### src/rtl/hydra_pkg.sv
// Definitions shared by the port-side scheduling blocks: sizes, WRR weights
// and the read-scheduler state encoding.
package hydra_pkg;

   localparam int NUM_PORT  = 16;
   localparam int NUM_PRIOR = 8;
   localparam int NUM_SRAM  = 32;

   // Packets per WRR round for each priority; priority 0 gets the largest share.
   localparam logic [3:0] WRR_WEIGHT [NUM_PRIOR] =
      '{4'd8, 4'd7, 4'd6, 4'd5, 4'd4, 4'd3, 4'd2, 4'd1};

   typedef enum logic [1:0] {
      IDLE = 2'd0,
      REQ  = 2'd1,
      XFER = 2'd2
   } sched_state_t;

endpackage

### src/rtl/prior_picker.sv
// Combinational lowest-index-set-bit finder: idx is the lowest set bit of
// mask, found says whether any bit is set (idx is 0 when none is).
module prior_picker #(
   parameter int N  = 8,
   parameter int IW = $clog2(N)
) (
   input  logic [N-1:0]  mask,
   output logic [IW-1:0] idx,
   output logic          found
);

   always_comb begin
      idx   = '0;
      found = 1'b0;
      // Scan from the top so the lowest set bit is the last one written.
      for (int i = N - 1; i >= 0; i--) begin
         if (mask[i]) begin
            idx   = IW'(i);
            found = 1'b1;
         end
      end
   end

endmodule

### src/rtl/port_rd_scheduler.sv
// Per-port packet scheduler: picks the next priority queue (strict or WRR)
// and runs the request/ack handshake with the port read engine.
module port_rd_scheduler #(
   parameter int NUM_PRIOR = 8,
   parameter int CREDIT_W  = 4
) (
   input  logic                          clk,
   input  logic                          rst,
   input  logic                          wrr_en,
   input  logic [NUM_PRIOR-1:0]          queue_vld,
   input  logic                          ready,
   output logic                          deq_vld,
   output logic [2:0]                    deq_prior,
   input  logic                          deq_ack,
   input  logic                          pkt_done,
   output logic                          busy,
   output logic [1:0]                    dbg_state,
   output logic [NUM_PRIOR*CREDIT_W-1:0] dbg_credit
);

   import hydra_pkg::*;

   // Handshake: deq_vld/deq_prior rise together and stay frozen until the
   // cycle deq_ack is seen high; the request is never withdrawn early.
   // pkt_done is only honoured once the request has been acknowledged.

   sched_state_t         state;
   logic                 wrr_active;
   logic [CREDIT_W-1:0]  credit [NUM_PRIOR];
   logic [NUM_PRIOR-1:0] eligible;
   logic [2:0]           elig_idx;
   logic [2:0]           vld_idx;
   logic                 elig_found;
   logic                 vld_found;

   always_comb begin
      eligible = '0;
      for (int p = 0; p < NUM_PRIOR; p++) begin
         eligible[p] = queue_vld[p] && (credit[p] != '0);
      end
   end

   prior_picker #(.N(NUM_PRIOR)) u_pick_elig (
      .mask  (eligible),
      .idx   (elig_idx),
      .found (elig_found)
   );

   prior_picker #(.N(NUM_PRIOR)) u_pick_vld (
      .mask  (queue_vld),
      .idx   (vld_idx),
      .found (vld_found)
   );

   always_ff @(posedge clk) begin
      if (rst) begin
         state      <= IDLE;
         deq_vld    <= 1'b0;
         deq_prior  <= '0;
         busy       <= 1'b0;
         wrr_active <= 1'b0;
         for (int p = 0; p < NUM_PRIOR; p++) begin
            credit[p] <= CREDIT_W'(WRR_WEIGHT[p]);
         end
      end else begin
         case (state)
            IDLE: begin
               if (ready && vld_found) begin
                  deq_vld    <= 1'b1;
                  busy       <= 1'b1;
                  wrr_active <= wrr_en;
                  state      <= REQ;
                  if (wrr_en && elig_found) begin
                     deq_prior <= elig_idx;
                  end else begin
                     deq_prior <= vld_idx;
                     // WRR round exhausted for every waiting queue: start a new round.
                     if (wrr_en) begin
                        for (int p = 0; p < NUM_PRIOR; p++) begin
                           credit[p] <= CREDIT_W'(WRR_WEIGHT[p]);
                        end
                     end
                  end
               end
            end
            REQ: begin
               if (deq_ack) begin
                  deq_vld <= 1'b0;
                  state   <= XFER;
                  if (wrr_active) begin
                     credit[deq_prior] <= credit[deq_prior] - CREDIT_W'(1);
                  end
               end
            end
            XFER: begin
               if (pkt_done) begin
                  busy  <= 1'b0;
                  state <= IDLE;
               end
            end
            default: state <= IDLE;
         endcase
      end
   end

   assign dbg_state = state;

   always_comb begin
      dbg_credit = '0;
      for (int p = 0; p < NUM_PRIOR; p++) begin
         dbg_credit[p*CREDIT_W +: CREDIT_W] = credit[p];
      end
   end

endmodule

### config.mk
export PLATFORM = sky130hd
export DESIGN_NAME = port_rd_scheduler
export DESIGN_NICKNAME = d
export VERILOG_FILES = /design/src/rtl/hydra_pkg.sv /design/src/rtl/prior_picker.sv /design/src/rtl/port_rd_scheduler.sv
export SDC_FILE = /design/constraint.sdc
export NUM_CORES = 1
export LEC_CHECK = 0
export CORE_MARGIN = 8
export CORE_UTILIZATION = 55
export CTS_BUF_LIST = sky130_fd_sc_hd__clkbuf_8
export DETAILED_ROUTE_END_ITERATION = 8
export PLACE_DENSITY = 0.87
export SLEW_MARGIN = 20
export SYNTH_ARGS = -nofsm -noshare
export SYNTH_HDL_FRONTEND = slang
export SYNTH_HIERARCHICAL = 1
export SYNTH_SLANG_ARGS = --single-unit
### constraint.sdc
create_clock -name clk -period 4.4 [get_ports clk]
set_input_delay 1.1 -clock clk [delete_from_list [all_inputs] [get_ports clk]]
set_output_delay 1.1 -clock clk [all_outputs]
set_load 0.1 [all_outputs]
* Word level (Yosys, flattened, before mapping)
Memories as Yosys holds them, arrays and structs flattened. A register that Yosys moved wholly into a read port is not among the register bits. Index checks and enable logic that the tools add are counted.
Storage, ports and cells: register bits 8, RAM bits 32, input port bits 14, output and inout port bits 39, word-level logic and storage cells 114, memories 1
Operators by class: add/subtract/negate cells 1, equality and inequality tests 5, mux-type cells 68, bitwise gates (word level) 8, reduce and logical (&&, ||, !) cells 26
Memories:
- credit | depth 8, bits a word 4, read ports 9, clocked after memory_dff 1, wr ports 8, RTL line port_rd_scheduler.sv:29 | logic [CREDIT_W-1:0] credit [NUM_PRIOR];
Operator list (count):
- two-way mux 3 bit | 20
- two-way mux 4 bit | 9
- two-way mux 1 bit | 33
- nonzero test 4 bit | 8
- logical AND 1 bit | 10
- AND reduction 3 bit | 3
- OR 1 bit | 8
- two-way mux 2 bit | 3
- != test 2 bit, second input constant | 3
- one-hot mux 2 bit (3 select lines) | 1
- one-hot mux 1 bit (2 select lines) | 2
- nonzero test 2 bit | 2
- OR reduction 4 bit | 1
- subtractor 4 x 1 -> 4 bit, second input constant | 1
- equality test 2 x 1 -> 1 bit, second input constant | 1
- equality test 2 bit, second input constant | 1
- logical NOT 2 bit | 1
- AND reduction 2 bit | 1

* Depth between registers and ports, before layout
Gate-level depths: netlist of the first run.
depth in word-level cells 18, gate-level depth with buffers 8, depth with buffers taken out 6

* Modules after synthesis
The synthesis of the first run kept the hierarchy.
By module, submodules not included:
- port_rd_scheduler | times used 1, cells an instance 162, area each 2074.5 µm², seq. area each 1181.1 µm²
- prior_picker | times used 2, cells an instance 13, area each 80.1 µm², seq. area each 0.0 µm²

* Worst setup path after synthesis of the first run
No wires, ideal clock.
path kind input-to-reg, start input port queue_vld[5], end memory credit[1][0], enable pin, setup time 0.313 ns, arrival 2.399 ns, data required time 4.087 ns, path slack 1.688 ns, cell stages on the path 6, buffers on the path 0, cell sequence nor4_1 -> nand2_1 -> nand2_1 -> nor3_1 -> a31oi_1 -> nand2b_1
RTL lines:
- start, declared | RTL line port_rd_scheduler.sv:10 | input logic [NUM_PRIOR-1:0] queue_vld,
- end, declared | RTL line port_rd_scheduler.sv:29

* Worst setup path in the final report of the first run
start register deq_prior[1], end output port deq_prior[1]
RTL lines:
- start, declared | RTL line port_rd_scheduler.sv:13 | output logic [2:0] deq_prior,
- start signal, assigned | RTL line port_rd_scheduler.sv:74 | deq_prior <= elig_idx;
- start signal, assigned | RTL line port_rd_scheduler.sv:76 | deq_prior <= vld_idx;
No word-level cell between the ends.

==> results.py, run 1 <==
metrics = {
    "run_status": {
        "outcome": "complete, no violations",
    },
    "timing": {
        "fin_crit_sh": 0.721,
        "slew_violations": 0,
        "hold_viol": 0,
        "grt_setup_unrepaired": "no",
        "finalSetupTns_ps": 0,
        "tightest_slew_ps": 996,
        "setup_viol": 0,
        "finalClockSkew_ps": 9.54,
        "relSlewSlack": 0.334,
        "max_freq_ghz": 0.315,
        "fin_hold_ws_ps": 492,
        "period_minus_slack_ps": 3170,
    },
    "logic_synthesis": {
        "ys_top_cells_by_count": "edfxtp_1, nand2_1, nor2_1",
        "yosysSeqAreaShare": 0.529,
        "synth_warnings": 6,
        "netlist_top_cells_area": "edfxtp_1, dfxtp_1, mux4_1",
        "ys_seq_elements": 43,
        "synth_edf_count": 32,
        "async_flop_share": 0,
        "yosysUniqueCellTypes": 38,
        "syn_nets": 203,
        "syn-instance-count": 188,
        "syn_avg_cell_area_um2": 11.9,
        "synth_top_area_share": 0.430,
        "yosys_most_used_dff": "edfxtp_1",
        "synth_top_area_cell": "edfxtp_1",
        "synth_most_common_cell": "edfxtp_1",
        "netlist_area_um2": 2230,
    },
    "detailed_routing": {
        "routedWlPerCell_um": 21.9,
        "firstDrtPassIters": 4,
        "route.detailed.drc": 0,
        "vias": 1896,
        "ant_nets": 0,
        "drt-initial-drc-count": 143,
        "vias_per_cell": 6.43,
        "routed_wl_mm": 6.45,
    },
    "placement": {
        "dp_hpwl_mm": 4.74,
        "placed_area_um2": 2800,
        "numPortBuffers": 52,
        "gp_congestion": 0.917,
    },
    "worst_setup_path": {
        "required_ps": 3300,
        "path_cells": "clkdlybuf4s50_1",
        "endpoint_kind": "primary output",
        "start_kind": "register",
        "cp_top_family": "buffers and inverters",
        "crit_slowest_cell": "clkdlybuf4s50_1",
        "crit_buf_inv": 1,
        "crit_fanout": 9,
        "arrival_ps": 2070,
        "cp_slowest_stage_delay_ps": 1220,
        "crit_type": "register to primary output",
    },
    "clock_network": {
        "cts_tree": "built",
        "cts_max_path_buffers": 2,
        "hold_buffers": 0,
        "cts_setup_buffers": 0,
        "clkTransAtPathRegs_ps": 80,
        "cts-resized-gates": 0,
        "cts_htree_levels": 2,
        "clock-sinks": 43,
        "cts_root_buf": "clkbuf_8",
        "insertion_delay_ps": 300,
        "cts_buffers": 5,
    },
    "global_route": {
        "grt_antenna_before_repair": 0,
        "overflow": 0,
        "grt_pass1_vias": 1904,
        "grt_max_degree": 13,
        "grt_pass1_wl_mm": 10.0,
        "globalRouteTotalUtil": 0.210,
    },
    "finish": {
        "design_area_um2": 2880,
        "area.growth.synth_to_final_pct": 28.9,
        "final_nets": 260,
        "antenna_cells": 0,
        "drive_above_1_share": 0.110,
    },
    "power": {
        "powerDensity_nw_per_um2": 331,
        "cellLeakagePower_nw": 0.970,
        "vdd_ir_drop_max_uv": 252,
    },
    "worst_hold_path": {
        "hold_path_class": "register to register",
    },
    "run": {
        "cap_violations": 0,
    },
    "die": {
        "pin_count": 53,
        "die_w_um": 79.7,
        "core-area_um2": 3940,
        "die_height_um": 79.7,
        "placement_rows": 23,
        "initial_core_util": 0.567,
        "die_area_um2": 6360,
    },
}
[per-stage QoR]
step                total power, mW  setup WS, ps   util  instances
finish                        0.953          1230  0.731        295
floorplan                     0.655          1690      -        188
global placement              0.722          1300  0.711        288
detailed placement            0.725          1230  0.711        288
global route                  0.986          1200  0.731        295
CTS                           0.952          1220  0.731        295
[cells in the final DEF (no fill, tap or decap), types with 2 or more instances in the layout]
cell type        synthesis  layout
o21ai_0                  2       2
clkdlybuf4s50_1          0      52
and2_1                   3       3
o41a_1                   8       8
mux4_2                   3       3
mux4_1                   4       4
o21bai_1                 3       3
inv_1                    5       5
mux2i_1                  2       2
a21oi_1                  5       5
clkbuf_8                 0       5
nor2_1                  23      23
edfxtp_1                32      32
nor4_2                   2       2
nand2_1                 26      26
nand4_1                  2       2
nor3_1                   9       9
nand3b_1                 2       2
nor4_1                   2       2
o41ai_1                  2       2
nand3_1                  8       8
buf_4                    0       4
a311oi_1                 3       3
a211oi_1                 2       2
mux2_2                   6       6
dfxtp_1                 11      11
nor2b_1                  6       6
[where the power goes]
group | leakage (nW) | total, mW | internal, mW | switching, mW
sequential | 0.376 | 0.471 | 0.449 | 0.0224
combinational | 0.552 | 0.249 | 0.0755 | 0.173
clock | 0.0414 | 0.233 | 0.106 | 0.127
[kinds of logic (layout without fill, tap and decap cells)]
| group | Yosys count | after routing | synth area share |
|---|---|---|---|
| AO/OA/AOI/OAI | 27 | 27 | 0.103 |
| XOR/XNOR | 1 | 1 | 0.00728 |
| adder cells (fa/ha/maj) | 1 | 1 | 0.00560 |
| buffers and inverters | 11 | 68 | 0.0286 |
| flip-flops | 43 | 43 | 0.529 |
| multiplexers | 16 | 16 | 0.123 |
| AND/OR/NAND/NOR | 89 | 89 | 0.204 |
[registers in the layout, summed over array words and instances (netlist names), named ones only]
| signal | count |
|---|---|
| wrr_active | 1 |
| dbg_state | 2 |
| credit | 32 |
| deq_prior | 3 |
| busy | 1 |
| deq_vld | 1 |
[path summary, 6_finish.rpt]
path	startpoint	to	slack, ps	depth (start not counted)
setup reg to reg	register	credit[0][3]$_SDFFCE_PN1P_	1660	4
hold / removal	deq_vld$_SDFFE_PP0P_	deq_vld$_SDFFE_PP0P_	490	2
hold reg to reg	deq_vld$_SDFFE_PP0P_	deq_vld$_SDFFE_PP0P_	490	2
setup / recovery	deq_prior[1]$_SDFFE_PP0N_	deq_prior[1]	1230	1
[per-layer routing]
metal,GRT usage,vias to the layer above,wire (µm)
li1,-,837,-
met1,0.251,911,2430
met2,0.328,123,3020
met3,0.0709,25,767
met4,0.111,0,228
met5,0,-,0
[area by class of cell]
type | instances | area [µm²]
sequential | 43 | 1180
fill | 296 | 1060
multi-input combinational | 134 | 990
timing repair buffer | 56 | 551
clock buffer | 5 | 68.8
tap | 50 | 62.6
inverter | 5 | 18.8
clock inverter | 2 | 8.76
Power figures use the tool's default switching activity.
==> inputs of run 2 (changes only) <==
Settings changed: CORE_UTILIZATION 55 to 51, PLACE_DENSITY 0.87 to 0.82.
Clock period 4.4 ns to 3 ns, I/O delays scaled along.
==> results.py, run 2 (synthesized netlist as in run 1, its figures left out) <==
metrics = {
    "finish": {
        "layout.cells.non_filler": 301,
        "antenna_cells": 0,
        "largest_reg_flops": 32,
        "n_fill_cell": 336,
        "area.growth.synth_to_final_pct": 26.0,
        "design_area_um2": 2820,
        "drive_above_1_share": 0.277,
        "layout_common_cells": "buf_4, edfxtp_1, nand2_1",
        "final_nets": 263,
        "top_register": "credit",
        "final_common_cell": "buf_4",
    },
    "worst_setup_path": {
        "start_kind": "input port",
        "arrival_ps": 2790,
        "crit_fanout": 8,
        "endpoint_kind": "register",
        "required_ps": 2990,
        "crit_type": "input port to register",
    },
    "global_route": {
        "grt_antenna_before_repair": 0,
        "globalRouteTotalUtil": 0.192,
        "grt_max_degree": 13,
        "grt_pass1_wl_mm": 9.52,
        "overflow": 0,
        "grt_pass1_vias": 1725,
    },
    "clock_network": {
        "clkTransAtPathRegs_ps": 80,
        "cts_htree_levels": 2,
        "cts_buffers": 5,
        "cts_tree": "built",
        "cts_root_buf": "clkbuf_8",
        "cts-resized-gates": 0,
        "cts_setup_buffers": 0,
        "cts_max_path_buffers": 2,
        "insertion_delay_ps": 300,
        "clock-sinks": 43,
        "hold_buffers": 0,
    },
    "placement": {
        "gp_congestion": 0.881,
        "dpl.cell_count": 293,
        "dp_hpwl_mm": 4.77,
        "numPortBuffers": 52,
        "place_ws_ps": -283,
        "placed_area_um2": 2730,
    },
    "timing": {
        "hold_viol": 0,
        "slew_violations": 0,
        "timing.final.ws_setup_ps": 206,
        "max_freq_ghz": 0.358,
        "fin_crit_sh": 0.931,
        "grt_setup_unrepaired": "no",
        "setup_viol": 0,
        "finalClockSkew_ps": 10.1,
        "period_minus_slack_ps": 2790,
        "tightest_slew_ps": 592,
        "relSlewSlack": 0.604,
    },
    "detailed_routing": {
        "routedWlPerCell_um": 21.3,
        "routed_wl_mm": 6.40,
        "route.detailed.drc": 0,
        "ant_nets": 0,
        "vias": 1858,
        "firstDrtPassIters": 5,
        "drt-initial-drc-count": 181,
        "vias_per_cell": 6.17,
    },
    "die": {
        "initial_core_util": 0.520,
        "pin_count": 53,
        "placement_rows": 24,
        "die_area_um2": 6760,
        "die_height_um": 82.2,
        "die_w_um": 82.2,
        "core-area_um2": 4290,
    },
    "power": {
        "power_switching_mw": 0.470,
        "cellLeakagePower_nw": 1.02,
        "pwr-share-comb": 0.257,
        "internal-power_mw": 0.920,
        "powerDensity_nw_per_um2": 494,
        "power.total_mw": 1.39,
        "power_switching_share": 0.338,
        "clkPwrFrac": 0.246,
        "vdd_ir_drop_max_uv": 287,
        "sequentialPowerShare": 0.497,
    },
    "run_status": {
        "outcome": "complete, no violations",
    },
    "worst_hold_path": {
        "hold_path_class": "register to register",
    },
    "run": {
        "cap_violations": 0,
    },
}
run 2: changes by cell type in the layout (fill, tap and decap cells not counted), sizes merged:
cell	before	now
clkdlybuf4s50	52	13
buf	4	46
inv	5	6
run 2: final cells by class:
| type | count | area [µm²] | area share |
|---|---|---|---|
| sequential | 43 | 1180 | 0.419 |
| inverter | 5 | 18.8 | 0.00666 |
| timing repair buffer | 59 | 475 | 0.169 |
| tap | 52 | 65.1 | 0.0231 |
| clock buffer | 5 | 68.8 | 0.0244 |
| clock inverter | 3 | 11.3 | 0.00400 |
| multi-input combinational | 134 | 996 | 0.354 |
run 2: final timing paths:
path / start / endpoint / slack (ps) / depth (start not counted)
setup / recovery: queue_vld[5] / credit[3][0]$_SDFFCE_PN1P_ / 210 / 7
hold / removal: busy$_SDFFE_PP0P_ / busy$_SDFFE_PP0P_ / 490 / 2
setup reg to reg: register / credit[3][3]$_SDFFCE_PN0P_ / 410 / 4
hold reg to reg: busy$_SDFFE_PP0P_ / busy$_SDFFE_PP0P_ / 490 / 2
run 2: metrics by stage:
step	hold slack, ps	utilization	TNS (ps)
2_1_floorplan	461	-	0
3_3_place_gp	474	0.636	-5870
3_5_place_dp	475	0.636	-8580
4_1_cts	495	0.654	0
5_1_grt	537	0.656	0
6_report	489	0.656	0
run 2: power by group through the flow:
stage	Clock, mW	Combinational (mW)	Sequential, mW
4_1_cts	0.348	0.351	0.691
5_1_grt	0.376	0.368	0.695
6_report	0.342	0.357	0.691
3_3_place_gp	0	0.347	0.704
3_5_place_dp	0	0.350	0.704
2_1_floorplan	0	0.147	0.812
run 2: routing by layer:
layer	vias up	global-route usage	share of wire
met5	-	0	0
met1	882	0.243	0.39
met4	0	0.0632	0.013
li1	843	-	-
met3	11	0.0574	0.12
met2	122	0.307	0.48
run 2: critical path: stages:
cell and delay, ps:
clkdlybuf4s50_1 480, nor4_1 500, nand2_1 100, nand2_1 100, nor3_1 70, a31oi_2 540, nand2_1 260
==> inputs of run 3 (changes only) <==
Settings changed: CTS_CLUSTER_SIZE set to 16.
==> results of run 3 <==
Same layout as run 2: the final DEF is identical, and so are final timing and power.
